--- config.mk ---
export PLATFORM = sky130hd
export DESIGN_NAME = dmr_join_retry_ctrl
export DESIGN_NICKNAME = d
export VERILOG_FILES = /design/src/rtl/dmr_join_retry_ctrl.sv
export SDC_FILE = /design/constraint.sdc
export NUM_CORES = 1
export LEC_CHECK = 0
export CORE_MARGIN = 10
export CORE_UTILIZATION = 34
export CTS_BUF_LIST = sky130_fd_sc_hd__clkbuf_4 sky130_fd_sc_hd__clkbuf_8
export DETAILED_ROUTE_END_ITERATION = 12
export GPL_TIMING_DRIVEN = 0
export HOLD_SLACK_MARGIN = 0.06
export RECOVER_POWER = 50
export SLEW_MARGIN = 20
export SYNTH_ARGS = -nofsm -noshare
export SYNTH_HDL_FRONTEND = slang
export SYNTH_SLANG_ARGS = --single-unit
--- constraint.sdc ---
create_clock -name clk_i -period 4.32 [get_ports clk_i]
set_input_delay 1.08 -clock clk_i [delete_from_list [all_inputs] [get_ports clk_i]]
set_output_delay 1.08 -clock clk_i [all_outputs]
set_load 0.03 [all_outputs]
--- src/rtl/dmr_join_retry_ctrl.sv ---
// Retry sequencer beside a redundant stream join: asserts repeat while replicas
// resynchronise, counts consecutive failed attempts and latches a sticky fault.
module dmr_join_retry_ctrl #(
    parameter  int unsigned MAX_RETRIES = 3,
    parameter  int unsigned HOLD_CYCLES = 2,
    parameter  int unsigned CNT_W       = 8,
    localparam int unsigned RW          = $clog2(MAX_RETRIES + 1)
) (
    input  logic             clk_i,
    input  logic             rst_ni,
    input  logic             enable_i,
    input  logic             clear_i,
    input  logic             error_i,
    input  logic             out_valid_i,
    input  logic             out_ready_i,
    output logic             repeat_o,
    output logic             fault_o,
    output logic [RW-1:0]    retry_cnt_o,
    output logic [CNT_W-1:0] err_total_o
);

    typedef enum logic [1:0] {
        ST_IDLE  = 2'd0,
        ST_HOLD  = 2'd1,
        ST_FAULT = 2'd2
    } state_t;

    state_t           state_q, state_d;
    logic [7:0]       hold_q, hold_d;
    logic [RW-1:0]    retry_q, retry_d;
    logic [CNT_W-1:0] total_q, total_d;

    logic          success;
    logic          err_ev;
    logic          to_fault;
    logic [RW-1:0] retry_base;

    always_comb begin
        success    = out_valid_i & out_ready_i & ~error_i;
        err_ev     = error_i & enable_i & (state_q == ST_IDLE);
        // A clear in the same cycle as an error restarts the count before the error is added.
        retry_base = (clear_i | success) ? '0 : retry_q;
        to_fault   = err_ev & (retry_base == RW'(MAX_RETRIES));

        state_d = state_q;
        hold_d  = hold_q;
        retry_d = retry_base;
        total_d = total_q;

        case (state_q)
            ST_IDLE: begin
                if (to_fault) begin
                    state_d = ST_FAULT;
                end else if (err_ev) begin
                    state_d = ST_HOLD;
                    hold_d  = 8'(HOLD_CYCLES - 1);
                    retry_d = retry_base + RW'(1);
                end
            end
            ST_HOLD: begin
                if (hold_q == 8'd0) begin
                    state_d = ST_IDLE;
                end else begin
                    hold_d = hold_q - 8'd1;
                end
            end
            ST_FAULT: begin
                if (clear_i) begin
                    state_d = ST_IDLE;
                end
            end
            default: state_d = ST_IDLE;
        endcase

        if (err_ev && (total_q != '1)) begin
            total_d = total_q + CNT_W'(1);
        end
    end

    always_ff @(posedge clk_i) begin
        if (!rst_ni) begin
            state_q <= ST_IDLE;
            hold_q  <= '0;
            retry_q <= '0;
            total_q <= '0;
        end else begin
            state_q <= state_d;
            hold_q  <= hold_d;
            retry_q <= retry_d;
            total_q <= total_d;
        end
    end

    assign repeat_o    = (state_q != ST_IDLE);
    assign fault_o     = (state_q == ST_FAULT);
    assign retry_cnt_o = retry_q;
    assign err_total_o = total_q;

endmodule

**Yosys cells after proc, flatten, opt, wreduce, memory -nomap -nowiden**

Index checks and enable logic that the tools add are counted.

- Add/subtract/negate cells: 3
- Multipliers: 0
- Div/mod/pow operators: 0
- $lt $le $gt $ge: 0
- Equal/unequal tests: 10
- Shift operators: 0
- Mux-type cells: 13
- Bitwise logic cells: 7
- Reductions and logical operators: 7

Operators with widths:

| cell | number |
|---|---|
| $mux 8 | 3 |
| $mux 2 | 8 |
| $pmux 8 s2 | 1 |
| $ne 2x2->1 const B | 5 |
| $add 8x1->8 const B | 1 |
| $logic_not 8->1 | 1 |
| $ne 8x8->1 const B | 1 |
| $sub 8x1->8 const B | 1 |
| $pmux 2 s3 | 1 |
| $and 1x1->1 | 5 |
| $eq 2x2->1 const B | 2 |
| $reduce_and 4->1 | 1 |
| $reduce_bool 2->1 | 2 |
| $ne 3x3->1 const B | 1 |
| $reduce_and 3->1 | 1 |
| $add 2x1->2 const B | 1 |
| $eq 2x1->1 const B | 1 |
| $logic_not 2->1 | 1 |
| $logic_and 1x1->1 | 1 |
| $not 1->1 | 1 |
| $or 1x1->1 | 1 |

- Register bits: 20
- Latch bits: 0
- Bits in writable memories: 0
- ROM bits: 0
- Bits of input ports: 7
- Output and inout bits: 12
- Logic and storage cells: 44
- Memories kept: 0

**Logic depth before layout (Yosys ltp)**

Gate-level depths: netlist of the first run.

- Depth after elaboration: 8
- Gate-level depth with buffers: 7
- Depth with buffers taken out: 6

**Least setup slack after synthesis of the first run**

Ideal clock, no wire load.

- Kind: input to register
- Start point: input port error_i
- End point: register hold_q[5]
- Setup time: 0.134 ns
- Arrival: 2.166 ns
- Required time: 4.186 ns
- Setup slack: 2.020 ns
- Stages: 6
- Path buffers: 1
- Path through: nand3b_1 and3_1 ha_1 clkbuf_4 o21ai_0 a21oi_1

- Word-level cells in the longest chain between the ends: 8
- Elaborated cells on any way between the ends: 11
- Those cells by class: eq/ne: 3; mux: 1; bitwise: 6; reduce/logical: 1

Ends and longest elaborated chain:

| what | line | text |
|---|---|---|
| start: declaration | 13 | `input logic error_i,` |
| $not 1->1 | 39 | `success = out_valid_i & out_ready_i & ~error_i;` |
| $and 1x1->1 | 39 |  |
| $or 1x1->1 | 42 | `retry_base = (clear_i \| success) ? '0 : retry_q;` |
| $mux 2 | 42 |  |
| $eq 2x2->1 | 43 | `to_fault = err_ev & (retry_base == RW'(MAX_RETRIES));` |
| $and 1x1->1 | 43 |  |
| $ne 2x2->1 (no source line) | -- |  |
| $reduce_and 4->1 (no source line) * | -- |  |
| end signal: assignment | 88 | `hold_q <= hold_d;` |
| end: declaration | 29 | `logic [7:0] hold_q, hold_d;` |

Every way passes the cells marked *; elsewhere a longest branch is shown, timed or not.
A chain may end at the register's enable or synchronous reset.

**Final worst setup path of the first run**

- Start point: input port error_i
- End point: register hold_q[2]

Same word-level chain as after synthesis.

==> results of run 1 <==
stage by stage:
stage	worst slack, ps	power, W	utilization (%)
after global routing	1218	0.0003917	45.04
after global placement	1401	0.0002586	44.00
final	1354	0.0003688	45.04
after detailed placement	1328	0.0002610	44.00
after CTS	1514	0.0003770	45.16
after floorplan	2020	0.0002386	-
cell usage in the layout (no fill, tap or decap), drive strengths merged, types with 2 or more instances in the layout:
cell type	synthesis	routed
dfxtp	20	20
clkdlybuf4s50	0	11
nand2	8	8
a21oi	8	8
mux2i	8	8
dlygate4sd3	0	7
clkbuf	3	7
inv	6	6
o211ai	5	5
nand2b	5	5
a211oi	5	5
and3	4	4
nand3	4	4
ha	4	4
a211o	4	4
nor4	3	3
o21ai	3	3
or4	3	3
or2	2	2
nand3b	2	2
o2111ai	2	2
nor3	2	2
a41o	2	2
o311a	2	2
final cells by class:
class                           count  share of cell area [%]
Buffer                              4                   1.332
Inverter                            7                   1.865
Clock buffer                        4                   2.575
Tap cell                           44                   3.908
Timing Repair Buffer               18                   12.79
Sequential cell                    20                   28.42
Multi-Input combinational cell     92                   49.11
worst paths after layout:
path,start,to,cells past startpoint,slack (ps)
worst max-delay path,error_i,hold_q[2]$_SDFFE_PN0P_,8,1350
worst max register to register,hold_q[0]$_SDFFE_PN0P_,hold_q[0]$_SDFFE_PN0P_,5,2440
worst min-delay path,retry_cnt_o[1]$_SDFF_PN0_,retry_cnt_o[1]$_SDFF_PN0_,2,500
worst min register to register,retry_cnt_o[1]$_SDFF_PN0_,retry_cnt_o[1]$_SDFF_PN0_,2,500
report_power, final:
group	total, W	switching, W	internal, W
Sequential	0.000195	0.00000565	0.000190
Clock	0.000113	0.0000610	0.0000515
Combinational	0.0000610	0.0000346	0.0000264
Total	0.000369	0.000101	0.000268
registers in the layout, summed over array words and instances, names as in the netlist:
register and cells:
state_q 2, hold_q 8, err_total_o 8, retry_cnt_o 2
per-layer routing:
layer | up-vias | track usage [%] | wire, um
li1 | 532 | - | -
met1 | 502 | 10.99 | 1272
met3 | 6 | 4.839 | 237
met4 | 0 | 2.509 | 34
met5 | - | 0 | 0
met2 | 26 | 15.09 | 1342
logic make-up (layout without fill, tap and decap cells):
kind of cell,Yosys count,count (layout)
fa+ha+maj,4,4
mux,8,8
buf+inv,11,33
simple gates,42,42
flops,20,20
compound gates,38,38
worst reg2reg max path, cell delays in order, from the launching register on:
cell	delay [ps]
dfxtp_1	350
inv_1	90
ha_1	190
nor3b_1	670
a2111oi_0	250
a211oi_1	260
==> flow_metrics.py, run 1 <==
metrics = {
    "clock_tree": {
        "postCtsSetupBuffers": 0,
        "hold_buffers": 0,
        "cts_made_buffers": 3,
        "htree_num_levels": 1,
        "cts_resized": 0,
        "worst_skew_pair.late_latency_ps": 310,
        "clkSlewWorstSetupHoldPaths_ps": 120,
        "cts_root_buffer": "clkbuf_4",
        "numClockSinks": 20,
        "cts_buffer_depth": 2,
        "cts_tree": "built",
    },
    "global_route": {
        "antenna_found_initial": 0,
        "grt_pass1_vias": 1038,
        "grt-ovfl-total": 0,
        "grt_max_degree": 12,
        "grt_pass1_wl_um": 4781,
        "grt_usage_pct": 9.480,
    },
    "synth": {
        "ys_warn_count": 0,
        "yosys-top-cells-area": "dfxtp_1 35%, mux2i_1 7.0%, ha_1 4.4%, a21oi_1 3.5%, o211ai_1 3.3%",
        "avgSynthCellArea_um2": 9.277,
        "synthMuxAreaShare_pct": 7.018,
        "synthesis.area_mm2": 0.001141,
        "yosysMostFrequentCell": "dfxtp_1",
        "synth_flop_cell": "dfxtp_1",
        "synth_nets": 134,
        "synthSimpleGateAreaFrac_pct": 23.36,
        "synth_compound_area_share_pct": 25.88,
        "synth_edf_count": 0,
        "ys_seq_elements": 20,
        "synth_area_leader_cell": "dfxtp_1",
        "synth_seq_area_share_pct": 35.09,
        "synth-xor-area-share_pct": 0,
        "synth_top_area_share_pct": 35.09,
        "netlist_instances": 123,
        "synth_commonest_cells": "20 x dfxtp_1, 8 x a21oi_1, 8 x mux2i_1, 8 x nand2_1, 6 x inv_1",
        "synthArstFlopShare_pct": 0,
        "yosysUniqueCellTypes": 44,
        "synth_top_family_by_area": "compound AO/OA/AOI/OAI gates",
        "synthAdderAreaFrac_pct": 4.386,
    },
    "timing": {
        "timing.final.crit_share_pct": 68.65,
        "drv_slew": 0,
        "hold_viol": 0,
        "fmax_mhz": 337.2,
        "slew_headroom_pct": 45.83,
        "finalSetupViolCount": 0,
        "period_minus_slack_ps": 2966,
        "rsz0062_at_grt": "false",
        "worst_pin_slew_ps": 805.1,
        "hold_ws_ps": 499.9,
        "skew_ps": 10.94,
        "setup_tns_ps": 0,
    },
    "cells_and_area": {
        "num_antenna_cells": 0,
        "ff_latch_area_um2": 400.4,
        "fin_area_mm2": 0.001409,
        "fill_cells": 325,
        "drive_gt1_share_pct": 8.276,
        "fin_cells": 189,
        "fin_nets": 157,
        "multiInputGateArea_um2": 691.9,
        "area_growth_pct": 23.46,
    },
    "job": {
        "maxCapViolCount": 0,
    },
    "power": {
        "power_leakage_nw": 0.5246,
        "irDropWorstVdd_mv": 0.1338,
        "p_per_area_mw_per_mm2": 261.8,
    },
    "routing": {
        "ant_nets": 0,
        "vias_per_cell": 5.640,
        "drc_errors": 0,
        "finalWirelength_um": 2885,
        "drt_iter0_drc": 39,
        "vias": 1066,
        "wire_per_inst_um": 15.26,
        "dr.pass1.iters": 4,
    },
    "placement": {
        "portBuffers": 18,
        "numPlacedInstances": 185,
        "dp.final_hpwl_um": 2107,
        "gp_congestion": 0.8031,
        "postPlaceCellArea_mm2": 0.001376,
    },
    "worst_setup_path": {
        "start_kind": "input port",
        "path_cells": "dlygate4sd3_1 -> nand3b_1 -> and3_1 -> ha_1 -> clkbuf_1 -> inv_1 -> a211o_2 -> mux2i_1",
        "cp-end-kind": "register",
        "worst_path_dominant_cell_family": "buffers and inverters",
        "cp_max_fo": 10,
        "slowest_stage": "dlygate4sd3_1",
        "slowest_delay_ps": 580,
        "crit_type": "input port to register",
        "required_ps": 4570,
        "arrival_ps": 3220,
        "crit_buf_inv": 3,
    },
    "floorplanning": {
        "dieHeight_um": 77.93,
        "core_mm2": 0.003128,
        "boundaryPins": 19,
        "start_util_pct": 36.48,
        "row_count": 20,
        "die_area_mm2": 0.006073,
        "fp.dieW_um": 77.93,
    },
    "run_status": {
        "status": "completed",
    },
    "worst_hold_path": {
        "hp-class": "register to register",
    },
}
Note: power is estimated with default switching activity, not from simulation.
==> inputs of run 2 (changes only) <==
==> constraint.sdc (replaced) <==
create_clock -name clk_i -period 2.5 [get_ports clk_i]
set_input_delay 0.625 -clock clk_i [delete_from_list [all_inputs] [get_ports clk_i]]
set_output_delay 0.625 -clock clk_i [all_outputs]
set_load 0.03 [all_outputs]
==> flow_metrics.py, run 2 (synthesized netlist as in run 1, its figures left out) <==
metrics = {
    "run_status": {
        "status": "completed",
    },
    "routing": {
        "dr.pass1.iters": 4,
        "drt_iter0_drc": 41,
        "finalWirelength_um": 2887,
        "drc_errors": 0,
        "vias_per_cell": 5.630,
        "wire_per_inst_um": 15.28,
        "vias": 1064,
        "ant_nets": 0,
    },
    "worst_setup_path": {
        "path_cells": "dlygate4sd3_1 -> nand3b_1 -> and3_1 -> ha_1 -> clkbuf_4 -> inv_1 -> a21oi_1 -> a211oi_1",
        "arrival_ps": 2590,
        "slowest_stage": "dlygate4sd3_1",
        "cp_max_fo": 10,
        "crit_type": "input port to register",
        "cp-end-kind": "register",
        "slowest_delay_ps": 580,
        "start_kind": "input port",
        "required_ps": 2740,
    },
    "timing": {
        "skew_ps": 12.55,
        "rsz0062_at_grt": "false",
        "worst_pin_slew_ps": 805.1,
        "fmax_mhz": 425.0,
        "period_minus_slack_ps": 2353,
        "timing.final.crit_share_pct": 94.11,
        "finalSetupViolCount": 0,
        "slew_headroom_pct": 45.83,
        "setup_slack_ps": 147.2,
        "hold_viol": 0,
        "drv_slew": 0,
    },
    "clock_tree": {
        "cts_resized": 0,
        "cts_root_buffer": "clkbuf_4",
        "cts_made_buffers": 3,
        "worst_skew_pair.late_latency_ps": 310,
        "cts_tree": "built",
        "htree_num_levels": 1,
        "cts_buffer_depth": 2,
        "postCtsSetupBuffers": 0,
        "numClockSinks": 20,
        "clkSlewWorstSetupHoldPaths_ps": 130,
        "hold_buffers": 0,
    },
    "cells_and_area": {
        "area_growth_pct": 23.79,
        "drive_gt1_share_pct": 8.966,
        "fill_cells": 324,
        "layout_commonest_cell": "dfxtp_1",
        "num_antenna_cells": 0,
        "mostFrequentLayoutCells": "20 x dfxtp_1, 11 x clkdlybuf4s50_1, 8 x nand2_1, 8 x a21oi_1, 8 x mux2i_1",
        "fin_nets": 157,
    },
    "placement": {
        "portBuffers": 18,
        "dp.final_hpwl_um": 2107,
        "gp_congestion": 0.8031,
        "place_ws_ps": -37.18,
    },
    "floorplanning": {
        "fp.dieW_um": 77.93,
        "core_mm2": 0.003128,
        "row_count": 20,
        "dieHeight_um": 77.93,
        "start_util_pct": 36.48,
        "die_area_mm2": 0.006073,
        "boundaryPins": 19,
    },
    "global_route": {
        "busiest_layer": "met2",
        "grt_max_degree": 12,
        "antenna_found_initial": 0,
        "grt_usage_pct": 9.480,
        "grt_pass1_wl_um": 4781,
        "grt-ovfl-total": 0,
        "met2_usage_pct": 15.09,
        "met1_usage_pct": 10.99,
        "grt_pass1_vias": 1038,
        "gr-usage-met3_pct": 4.839,
    },
    "job": {
        "maxCapViolCount": 0,
    },
    "power": {
        "p_per_area_mw_per_mm2": 451.9,
        "p_total_w": 0.0006384,
        "power_leakage_nw": 0.5283,
        "irDropWorstVdd_mv": 0.2312,
    },
    "worst_hold_path": {
        "hp-class": "register to register",
    },
}
-- run 2: report_power, final --
group,switching [W],internal [W]
Sequential,0.00000976,0.000328
Clock,0.000106,0.0000890
Combinational,0.0000597,0.0000457
Total,0.000176,0.000462
-- run 2: final timing paths --
| path | startpoint | to | slack [ps] | depth (start not counted) |
|---|---|---|---|---|
| max | error_i | hold_q[0]$_SDFFE_PN0P_ | 150 | 8 |
| min | retry_cnt_o[1]$_SDFF_PN0_ | retry_cnt_o[1]$_SDFF_PN0_ | 500 | 2 |
| min reg2reg | retry_cnt_o[1]$_SDFF_PN0_ | retry_cnt_o[1]$_SDFF_PN0_ | 500 | 2 |
| max reg2reg | hold_q[0]$_SDFFE_PN0P_ | hold_q[0]$_SDFFE_PN0P_ | 620 | 5 |
-- run 2: stage by stage --
stage / instance area, um^2 / std cells / hold slack [ps] / TNS, ps / util, %
2_1_floorplan: 1141 / 123 / 473.5 / 0 / -
3_3_place_gp: 1376 / 185 / 484.4 / 0 / 44.00
3_5_place_dp: 1376 / 185 / 480.0 / -110.4 / 44.00
4_1_cts: 1413 / 189 / 507.2 / 0 / 45.16
5_1_grt: 1413 / 189 / 545.6 / 0 / 45.16
6_report: 1413 / 189 / 499.9 / 0 / 45.16
-- run 2: final cells by class --
type | count | area (um^2) | area share [%]
well taps | 44 | 55.05 | 3.897
repair buffers | 18 | 180.2 | 12.75
plain buffers | 4 | 22.52 | 1.594
inverters | 7 | 26.28 | 1.860
clock buffers | 4 | 36.28 | 2.569
multi-input cells | 92 | 691.9 | 48.98
flip-flops and latches | 20 | 400.4 | 28.34
-- run 2: metal layers --
layer,part of all wire (%),vias to the layer above
met4,1.2,0
met5,0,-
met1,44,500
li1,-,532
met3,8.2,6
met2,46,26
-- run 2: critical path, delay by kind of cell --
| family | cells | cell delay, ps |
|---|---|---|
| compound gates | 2 | 350 |
| simple gates | 2 | 490 |
| buf+inv | 3 | 950 |
| fa+ha+maj | 1 | 180 |
